$ cat src/rtl/digit_field_ctrl.sv
// digit_field_ctrl: BCD digit register file with a two-requester round-robin
// write/increment port, plus scan-position mapping for a 7-segment digit field.
// Optional build macro: DIGIT_LEADING_BLANK_EN blanks zero digits above the
// highest nonzero digit (digit 0 is always shown).
module digit_field_ctrl #(
    parameter int unsigned NDIGITS = 4,
    parameter logic [8:0]  X0      = 9'd0,
    parameter logic [8:0]  Y0      = 9'd0
) (
    input  logic       clk,
    input  logic       reset,
    input  logic [8:0] hpos,
    input  logic [8:0] vpos,
    input  logic       display_on,
    input  logic [1:0] req,
    input  logic [1:0] cmd_inc,
    input  logic [5:0] wr_addr,
    input  logic [7:0] wr_data,
    output logic [1:0] gnt,
    output logic       busy,
    output logic [3:0] digit,
    output logic [2:0] yofs,
    output logic [2:0] xofs,
    output logic       in_field,
    output logic       overflow
);
    typedef enum logic [1:0] {IDLE, WRITE, INC, DONE} state_t;

    localparam logic [8:0] FIELD_W = 9'(16 * NDIGITS);
    localparam logic [2:0] TOP_IDX = 3'(NDIGITS - 1);

    state_t             state_q, state_d;
    logic [3:0]         digits_q [NDIGITS];
    logic [3:0]         digits_d [NDIGITS];
    logic               id_q, id_d;
    logic [2:0]         idx_q, idx_d;
    logic [3:0]         data_q, data_d;
    logic               last_q, last_d;
    logic               overflow_q, overflow_d;
    logic [3:0]         digit_q, digit_d;
    logic [2:0]         xofs_q, xofs_d;
    logic [2:0]         yofs_q, yofs_d;
    logic               in_field_q, in_field_d;

    logic               win;
    logic [2:0]         win_addr;
    logic [3:0]         win_data;
    logic [3:0]         cur_digit;
    logic               upd_en;
    logic [3:0]         upd_val;
    logic [8:0]         relx, rely;
    logic [2:0]         sidx;
    logic [3:0]         sval;
    logic [NDIGITS-1:0] lead_blank;
`ifdef DIGIT_LEADING_BLANK_EN
    logic               upper_zero;
`endif

    // Pick the winning requester; on a tie the one not granted last wins
    always_comb begin
        win      = (req == 2'b11) ? ~last_q : req[1];
        win_addr = win ? wr_addr[5:3] : wr_addr[2:0];
        win_data = win ? wr_data[7:4] : wr_data[3:0];
    end

    // Digit addressed by the in-flight operation
    always_comb begin
        cur_digit = '0;
        for (int unsigned k = 0; k < NDIGITS; k++) begin
            if (idx_q == 3'(k)) cur_digit = digits_q[k];
        end
    end

    // Operation FSM: accept, write or ripple increment, then grant
    always_comb begin
        state_d    = state_q;
        digits_d   = digits_q;
        id_d       = id_q;
        idx_d      = idx_q;
        data_d     = data_q;
        last_d     = last_q;
        overflow_d = 1'b0;
        upd_en     = 1'b0;
        upd_val    = '0;
        case (state_q)
            IDLE: begin
                if (!display_on && (req != 2'b00)) begin
                    id_d   = win;
                    last_d = win;
                    idx_d  = win_addr;
                    data_d = win_data;
                    if ({29'd0, win_addr} >= NDIGITS) state_d = DONE;
                    else if (cmd_inc[win])            state_d = INC;
                    else                              state_d = WRITE;
                end
            end
            WRITE: begin
                upd_en  = 1'b1;
                upd_val = data_q;
                state_d = DONE;
            end
            INC: begin
                upd_en = 1'b1;
                if (cur_digit >= 4'd9) begin
                    upd_val = '0;
                    if (idx_q == TOP_IDX) begin
                        overflow_d = 1'b1;
                        state_d    = DONE;
                    end else begin
                        idx_d = idx_q + 3'd1;
                    end
                end else begin
                    upd_val = cur_digit + 4'd1;
                    state_d = DONE;
                end
            end
            DONE:    state_d = IDLE;
            default: state_d = IDLE;
        endcase
        for (int unsigned k = 0; k < NDIGITS; k++) begin
            if (upd_en && (idx_q == 3'(k))) digits_d[k] = upd_val;
        end
    end

`ifdef DIGIT_LEADING_BLANK_EN
    // Blank each digit whose own and all higher digits are zero (never digit 0)
    always_comb begin
        lead_blank = '0;
        upper_zero = 1'b1;
        for (int unsigned k = NDIGITS - 1; k >= 1; k--) begin
            upper_zero    = upper_zero && (digits_q[k] == 4'd0);
            lead_blank[k] = upper_zero;
        end
    end
`else
    // All digits shown, leading zeros included
    always_comb begin
        lead_blank = '0;
    end
`endif

    // Map scan position to cell, line and column; blank outside the field
    always_comb begin
        relx       = hpos - X0;
        rely       = vpos - Y0;
        in_field_d = display_on && (relx < FIELD_W) && (rely < 9'd16);
        xofs_d     = relx[3:1];
        yofs_d     = rely[3:1];
        sidx       = TOP_IDX - relx[6:4];
        sval       = 4'hF;
        for (int unsigned k = 0; k < NDIGITS; k++) begin
            if (sidx == 3'(k)) sval = lead_blank[k] ? 4'hF : digits_q[k];
        end
        digit_d = in_field_d ? sval : 4'hF;
    end

    // State, digit file and registered scan outputs
    always_ff @(posedge clk) begin
        if (reset) begin
            state_q    <= IDLE;
            for (int unsigned k = 0; k < NDIGITS; k++) digits_q[k] <= '0;
            id_q       <= 1'b0;
            idx_q      <= '0;
            data_q     <= '0;
            last_q     <= 1'b1;
            overflow_q <= 1'b0;
            digit_q    <= 4'hF;
            xofs_q     <= '0;
            yofs_q     <= '0;
            in_field_q <= 1'b0;
        end else begin
            state_q    <= state_d;
            digits_q   <= digits_d;
            id_q       <= id_d;
            idx_q      <= idx_d;
            data_q     <= data_d;
            last_q     <= last_d;
            overflow_q <= overflow_d;
            digit_q    <= digit_d;
            xofs_q     <= xofs_d;
            yofs_q     <= yofs_d;
            in_field_q <= in_field_d;
        end
    end

    // Drive outputs; grant pulses for the owner during DONE
    always_comb begin
        busy = (state_q != IDLE);
        gnt  = '0;
        if (state_q == DONE) gnt[id_q] = 1'b1;
        overflow = overflow_q;
        digit    = digit_q;
        xofs     = xofs_q;
        yofs     = yofs_q;
        in_field = in_field_q;
    end

endmodule

$ cat config.mk
export PLATFORM = sky130hd
export DESIGN_NAME = digit_field_ctrl
export DESIGN_NICKNAME = d
export VERILOG_FILES = /design/src/rtl/digit_field_ctrl.sv
export SDC_FILE = /design/constraint.sdc
export NUM_CORES = 1
export LEC_CHECK = 0
export BUFFER_PORTS_ARGS = -buffer_cell sky130_fd_sc_hd__buf_2
export CELL_PAD_IN_SITES_DETAIL_PLACEMENT = 2
export CELL_PAD_IN_SITES_GLOBAL_PLACEMENT = 2
export CORE_UTILIZATION = 33
export DETAILED_ROUTE_END_ITERATION = 7
export PLACE_DENSITY = 0.8
export SLEW_MARGIN = 0
export SYNTH_ARGS = -nofsm -noshare
export SYNTH_HDL_FRONTEND = slang
export SYNTH_SLANG_ARGS = --single-unit
$ cat constraint.sdc
create_clock -name clk -period 5.4 [get_ports clk]
set_input_delay 1.08 -clock clk [delete_from_list [all_inputs] [get_ports clk]]
set_output_delay 1.08 -clock clk [all_outputs]
set_load 0.02 [all_outputs]
==> run summary, run 1 <==
The flow ran to the end, and the final reports show no timing, DRC or antenna violations. Cell at the slowest stage of the critical path: o21ai_0. The share of the clock period used by the worst path after layout was 0.597. Yosys mapped the design onto 41 distinct sky130hd cell types.

The post-cts repair resize count is 0, and the count of buffer and inverter cells on the critical path is 2. Adding up every negative setup slack in the final design gives 0 ns. The total number of H-tree levels is 2. The clock transition at the registers of the reported paths was 0.08 ns; the final-layout fill cell count was 708. Setup repair after global routing left no endpoint under its margin. After layout, the minimum clock period comes to 3.22 ns. The tree is rooted in a clkbuf_8. Cell count after synthesis: 241. The fraction of registers with async set/reset works out to 0. The topmost layer with routed signal wires was met4. After detailed routing, the average wire length per cell comes to 17.3 µm. The signal on the critical path passes through inv_1 > ha_1 > nor2b_1 > a221o_1 > a32oi_1 > inv_1 > ha_1 > nand3b_1 > o21ai_0 > o21ai_0 > a221oi_1.

For the relative slew slack, the log shows 0.204. The final-report max-slew violation count was 0. The number of antenna diodes in the final layout is 0. Setup violations remaining at the end of the flow were counted as 0. Relative to the synthesized area, the layout overhead comes to 20.2%. The largest single stage delay on the critical path is 0.42 ns. Clock tree synthesis inserted a total of 5 buffers.

The run gives 0.481 ns as the tightest hold margin. The share of the core filled with cells in the final layout was 0.422. Hold repair after CTS inserted 0 buffers.

For the pin with the worst max-slew slack, the measured transition is 1.19 ns. The share of post-route cells with drive strength above 1 is 0.261, and the arrival time at the worst endpoint is 3.41 ns. The setup path with the least slack is of type register to register.

In the final routing, the length of wire on met1 measures 2.81 mm. Pin placement for this block handled 54 I/O pins. For this design the static power due to leakage is 0.00106 µW. The total power divided by cell area came out at 447 nW/µm².

The overall die area is 6770 µm². The highest attainable clock frequency is 0.310 GHz, and the post-route DRC violation count is 0. Pin count of the biggest net entering global routing: 39.

Summed over all nets, the half-perimeter wirelength after detailed placement is 4.80 mm. The worst hold-check path type was register to register. The total routing usage reported by global routing is 0.201.

The count of synthesis-stage warnings from yosys is 0. The cell type group with the largest total delay on the critical path is compound AO/OA/AOI/OAI gates. The worst setup path is captured at a register.

The total length of routed wires was 6.26 mm. In this run the deepest clock path goes through 2 buffers. From bottom edge to top edge, the die measures 82.3 µm. The first global-routing pass estimated 10.1 mm of wire. The clock reaches the later pin of the worst-skew pair after 0.29 ns. In this run the standard cell core region covers 6060 µm². The tools report the sequential cell area fraction in the yosys report as 0.367. The congestion estimate from routability-driven global placement came to 0.774.

The via count of the first global-routing pass was 2,024; the synthesized net count was 293. For this block, the via count after detailed routing is 1,961. The register bit count reported by yosys was 39; the detailed-routing iteration count for the pre-antenna-repair pass was 4. In this run the cell area of the synthesized design comes to 2130 µm². The detailed router finished its first iteration with 56 violations.

Counting every sink on the clock net gives 39. In the detailed route, the total length drawn on met2 is 3.24 mm. The initial cell density of the core is 0.351, and the count of final hold-check violations is 0. For the initial antenna violation count, the log shows 0. The data required time at the worst endpoint was 5.59 ns. For the post-route antenna net violation count, the log shows 0.

The synthesized design contains 0 enable-type register cells. Dividing the synthesized area by the synthesized cell count gives 8.83 µm². The total setup buffers inserted after CTS is 0.

During placement, the flow inserted port buffers numbering 51. TritonCTS built the clock tree. The count of max-cap constraint violations was 0.

Of all nets on the critical path, the largest fanout is 5. The startpoint type of the worst setup path was a register. The overall die width came out at 82.3 µm. After the flow finishes, the layout carries non-filler instances totaling 362. For the number of nets in the final layout, the log shows 338.

Total power for the finished layout comes to 1140 µW. For this run, the leading register cell type out of synthesis is dfxtp_1. The count of standard-cell rows was 28. After detailed routing, the number of vias per cell comes to 5.42. Across the routed clock network, the largest skew measured is 0.00674 ns.

The met3 routed wirelength is 156 µm. Summed over all layers, the global routing overflow is 0. Across the VDD grid, the largest voltage drop is 0.000191 V. After detailed placement, the design holds a cell count of 354.
cells in the final DEF (no fill, tap or decap), types with 3 or more instances in the layout:
| cell type | synthesis | final |
|---|---|---|
| mux2_2 | 8 | 8 |
| mux2i_1 | 7 | 7 |
| a311oi_1 | 4 | 4 |
| dfxtp_1 | 39 | 39 |
| a221o_1 | 6 | 6 |
| nand3b_1 | 3 | 3 |
| and2_1 | 6 | 6 |
| inv_1 | 16 | 16 |
| a211oi_2 | 4 | 4 |
| nand2_1 | 13 | 13 |
| buf_2 | 2 | 51 |
| ha_1 | 13 | 13 |
| clkbuf_8 | 0 | 5 |
| a211oi_1 | 10 | 10 |
| nor2_1 | 35 | 35 |
| o21ai_0 | 6 | 6 |
| a221oi_1 | 4 | 4 |
| nor2b_1 | 11 | 11 |
| a21oi_1 | 10 | 10 |
| nand2b_1 | 3 | 3 |
| nor3_1 | 3 | 3 |
metal layers:
metal / GRT usage / vias up
li1: - / 948
met4: 0.0474 / 0
met5: 0 / -
met3: 0.0330 / 5
met2: 0.366 / 36
met1: 0.246 / 972
path summary, 6_finish.rpt:
check / slack [ns] / from / depth (start not counted) / endpoint
worst min-delay path: 0.48 / last_q / 1 / last_q
worst min register to register: 0.48 / last_q / 1 / last_q
worst max-delay path: 2.18 / idx_q[0] / 11 / state_q[0]
worst max register to register: 2.18 / idx_q[0] / 11 / state_q[0]
per-stage QoR:
| step | worst slack, ns | cell area, µm² |
|---|---|---|
| 4_1_cts | 2.20 | 2560 |
| 3_5_place_dp | 2.25 | 2430 |
| 5_1_grt | 1.87 | 2560 |
| 2_1_floorplan | 2.78 | 2130 |
| 6_report | 2.18 | 2560 |
| 3_3_place_gp | 2.25 | 2430 |
worst register-to-register path, cell delays in order, from the launching register on:
cell	delay, ns
dfxtp_1	0.39
inv_1	0.10
ha_1	0.27
nor2b_1	0.17
a221o_1	0.31
a32oi_1	0.40
inv_1	0.13
ha_1	0.19
nand3b_1	0.20
o21ai_0	0.42
o21ai_0	0.21
a221oi_1	0.33
synthesized netlist by cell type, types with 6 or more instances:
cell       n  area [µm²]
mux2_2     8        90.1
nand2_1   13        48.8
mux2i_1    7        70.1
nor2_1    35         131
ha_1      13         163
a211oi_1  10        75.1
o21ai_0    6        30.0
dfxtp_1   39         781
clkbuf_1   7        26.3
a221o_1    6        60.1
inv_1     16        60.1
and2_1     6        37.5
a21oi_1   10        50.1
nor2b_1   11        68.8
cell type report:
type / count / area, µm² / share of cell area
sequential: 39 / 781 / 0.305
multi-input combinational: 173 / 1240 / 0.483
clock inverter: 2 / 60.1 / 0.0235
clock buffer: 6 / 72.6 / 0.0284
inverter: 16 / 60.1 / 0.0235
tap: 75 / 93.8 / 0.0367
timing repair buffer: 51 / 255 / 0.0998
power by group:
part           switching [µW]  internal, µW
clock                     109           185
sequential               34.3           330
combinational             300           184
kinds of logic after synthesis:
kind of cell	after synthesis	share of synthesized area
multiplexers	15	0.0753
AND/OR/NAND/NOR	84	0.195
AO/OA/AOI/OAI	61	0.235
flip-flops	39	0.367
adder cells (fa/ha/maj)	13	0.0764
buffers and inverters	29	0.0523
registers in the layout (all words and copies together), names as in the netlist:
name,count
data_q,4
digit,4
digits_q,16
id_q,1
idx_q,3
in_field,1
last_q,1
overflow,1
state_q,2
xofs,3
yofs,3
Power figures use the tool's default switching activity.
==> run 2, diff against run 1 <==
- CORE_UTILIZATION: 33 -> 28
- PLACE_DENSITY: 0.8 -> 0.72
- clock period: 5.4 -> 2.78 ns (I/O delays scaled with it)
==> run summary, run 2 (same netlist as run 1, synthesis figures left out) <==
The via count of the first global-routing pass is 2,193 (+8.3%). The run gives 2 (unchanged) as the total number of H-tree levels. The pin slew with the least headroom to its limit is 0.867 ns (-0.324 ns). The y dimension of the die works out to 89.2 µm (+8.4%).

The switching part of the total was 0.422 (+0.0337); the data required time at the worst endpoint was 3.00 ns (-2.59 ns). For the post-route worst setup slack, the log shows -0.0368 ns (-2.22 ns). The flip-flop count of the largest register, all copies and words added works out to 16 (unchanged).

Total routing usage reported by global routing: 0.194 (-0.00707). The clock skew after layout is 0.00614 ns (-0.000601 ns). The via count of the routed design was 2,080 (+6.1%); the minimum period implied by the final worst setup slack was 2.82 ns (-0.405 ns). The post-route DRC violation count is 0 (unchanged), and the global-route wire length before repair is 11.4 mm (+12%). The logs give 1580 µW (+130%) for the internal power consumption and 7290 µm² (+20%) for the area of the placeable core. The share of the core filled with cells in the final layout was 0.409 (-0.0128); the initial cell density of the core was 0.292 (-0.0593). Post-route antenna net violation count: 0 (unchanged). TritonCTS built the clock tree. The number of buffers created by CTS is 5 (unchanged). The worst hold path belongs to the class input port to register. The share of post-route cells with drive strength above 1 is 0.417 (+0.155). Placed standard-cell area: 2540 µm² (+4.6%). The detailed-routing iteration count for the pre-antenna-repair pass is 4 (unchanged), and the initial antenna violation count is 0 (unchanged). The critical-path maximum fanout works out to 4 (-1).

For the instance count after placement with tap cells included, the log shows 389 (+9.9%). The total length of routed wires is 7.88 mm (+26%), and the number of top-level pins is 54 (unchanged). The logs give 31 (+11%) for the count of standard-cell rows and 0 (unchanged) for the post-cts hold buffer count. The average wire length per cell after detail routing is 19.2 µm (+11%).

For the placed wire-length estimate, the log shows 5.03 mm (+4.9%). The logs give 0.30 ns (about the same) for the clock latency at the later pin of the worst-skew pair and 0.00122 µW (+15%) for the leakage power. The final reports fail on negative setup slack. The clock sink count is 39 (unchanged). The critical path is of the register to register type. The logs give 0.000236 V (+24%) for the worst supply voltage drop on vdd and 0 (unchanged) for the final-report max-slew violation count. Portion of total power attributed to the clock network: 0.187 (-0.070). The library cell used most frequently in the layout, excluding fill and tap cells, is buf_2.

The tools report the diode insertion count for antenna repair as 0 (unchanged). The weighted congestion at the end of routability-driven global placement was 0.774 (about the same). The clock transition at the registers of the reported paths is 0.09 ns (about the same), and the relative slew slack is 0.422 (+0.218). Overall die width: 89.2 µm (+8.4%).

The total non-filler cell area in the finished layout is 2990 µm² (+17%). The run gives 0 (unchanged) as the count of max-cap constraint violations. The flow ran to the end, but the final reports show violations. The share of power burned in combinational logic is 0.550 (+0.127). The pin count of the biggest net entering global routing came out at 39 (unchanged). The root buffer cell chosen for the clock tree is clkbuf_8.

The maximum root-to-sink buffer count was 2 (unchanged); the switching power of the nets was 1160 µW (+160%). The share of the clock period used by the worst path after layout was 1.01 (+0.417); the number of nets in the final layout was 363 (+7.4%). The number of failing setup endpoints in the final timing report is 5 (+5), and the growth of design area from synthesis to finish is 40.3%. Total power divided by cell area: 918 nW/µm² (+110%).

Leaving out fill and tap cells, the most frequent cells in the layout are buf_2 (51), dfxtp_1 (37), nor2_1 (34). The overall die area was 7950 µm² (+17%). The highest attainable clock frequency is 0.355 GHz (+14%), and the via density per instance is 5.06 (-6.6%).

For the filler-free cell count of the finished design, the log shows 411 (+14%). The total of buffers placed on input and output ports is 51 (unchanged). The count of final hold-check violations was 0 (unchanged). STA classifies the critical path startpoint as a register. For the residual overflow from global routing, the log shows 0 (unchanged). The run gives 0.263 (-0.056) as the sequential share of power.

The arrival time at the worst endpoint was 3.04 ns (-0.37 ns). The register with the most flip-flops is digits_q. The tools report the first-iteration detailed-routing DRC count as 76 (+36%). The sort of element at the end of the critical path is a register.
==> run 2: final cells by class <==
class,instances,area (µm²)
Clock inverter,2,35.0
Fill cell,833,4310
Sequential cell,39,788
Timing Repair Buffer,76,450
Multi-Input combinational cell,173,1440
Clock buffer,6,82.6
Tap cell,99,124
Inverter,16,65.1
==> run 2: repair_timing <==
action,CTS,global route
gates resized for setup,17,29
gates cloned,0,0
pin swaps,4,14
buffers inserted,1,13
endpoints found under the setup margin,17,21
==> run 2: power by group through the flow <==
stage / sequential [µW] / combinational [µW] / clock, µW
global route: 732 / 1610 / 542
global placement: 715 / 976 / 0
detailed placement: 720 / 1020 / 0
CTS: 710 / 1150 / 523
floorplan: 703 / 689 / 0
finish: 721 / 1510 / 512
==> run 2: critical path, cell delays in order, from the launching register on <==
cell       delay, ns
dfxtp_4         0.37
ha_1            0.20
ha_1            0.22
nor2_2          0.14
o21ai_0         0.12
o21ai_1         0.27
inv_1           0.12
ha_2            0.19
nand3b_1        0.18
buf_6           0.15
a2111oi_4       0.30
buf_4           0.19
nor2_1          0.05
a211oi_2        0.20
==> run 2: path summary, 6_finish.rpt <==
path	from	to	slack (ns)	depth (start not counted)
worst max-delay path	idx_q[0]	digits_q[11]	-0.04	13
worst min-delay path	hpos[3]	xofs[2]	0.46	2
worst max register to register	idx_q[0]	digits_q[11]	-0.04	13
worst min register to register	last_q	last_q	0.47	1
==> run 2: metrics by stage <==
step           TNS (ns)  hold slack (ns)  total power, µW  worst slack [ns]
2_1_floorplan         0            0.430             1390             0.156
3_3_place_gp     -0.375            0.455             1690           -0.0781
3_5_place_dp      -1.03            0.454             1740            -0.142
4_1_cts               0            0.456             2390            0.0180
5_1_grt           -2.26            0.467             2890            -0.179
6_report         -0.117            0.455             2740           -0.0368
==> run 2: routing by layer <==
layer  part of all wire  global-route usage
met5                  0                   0
met4              0.021              0.0736
met3              0.026              0.0314
met2               0.53               0.341
met1               0.42               0.238
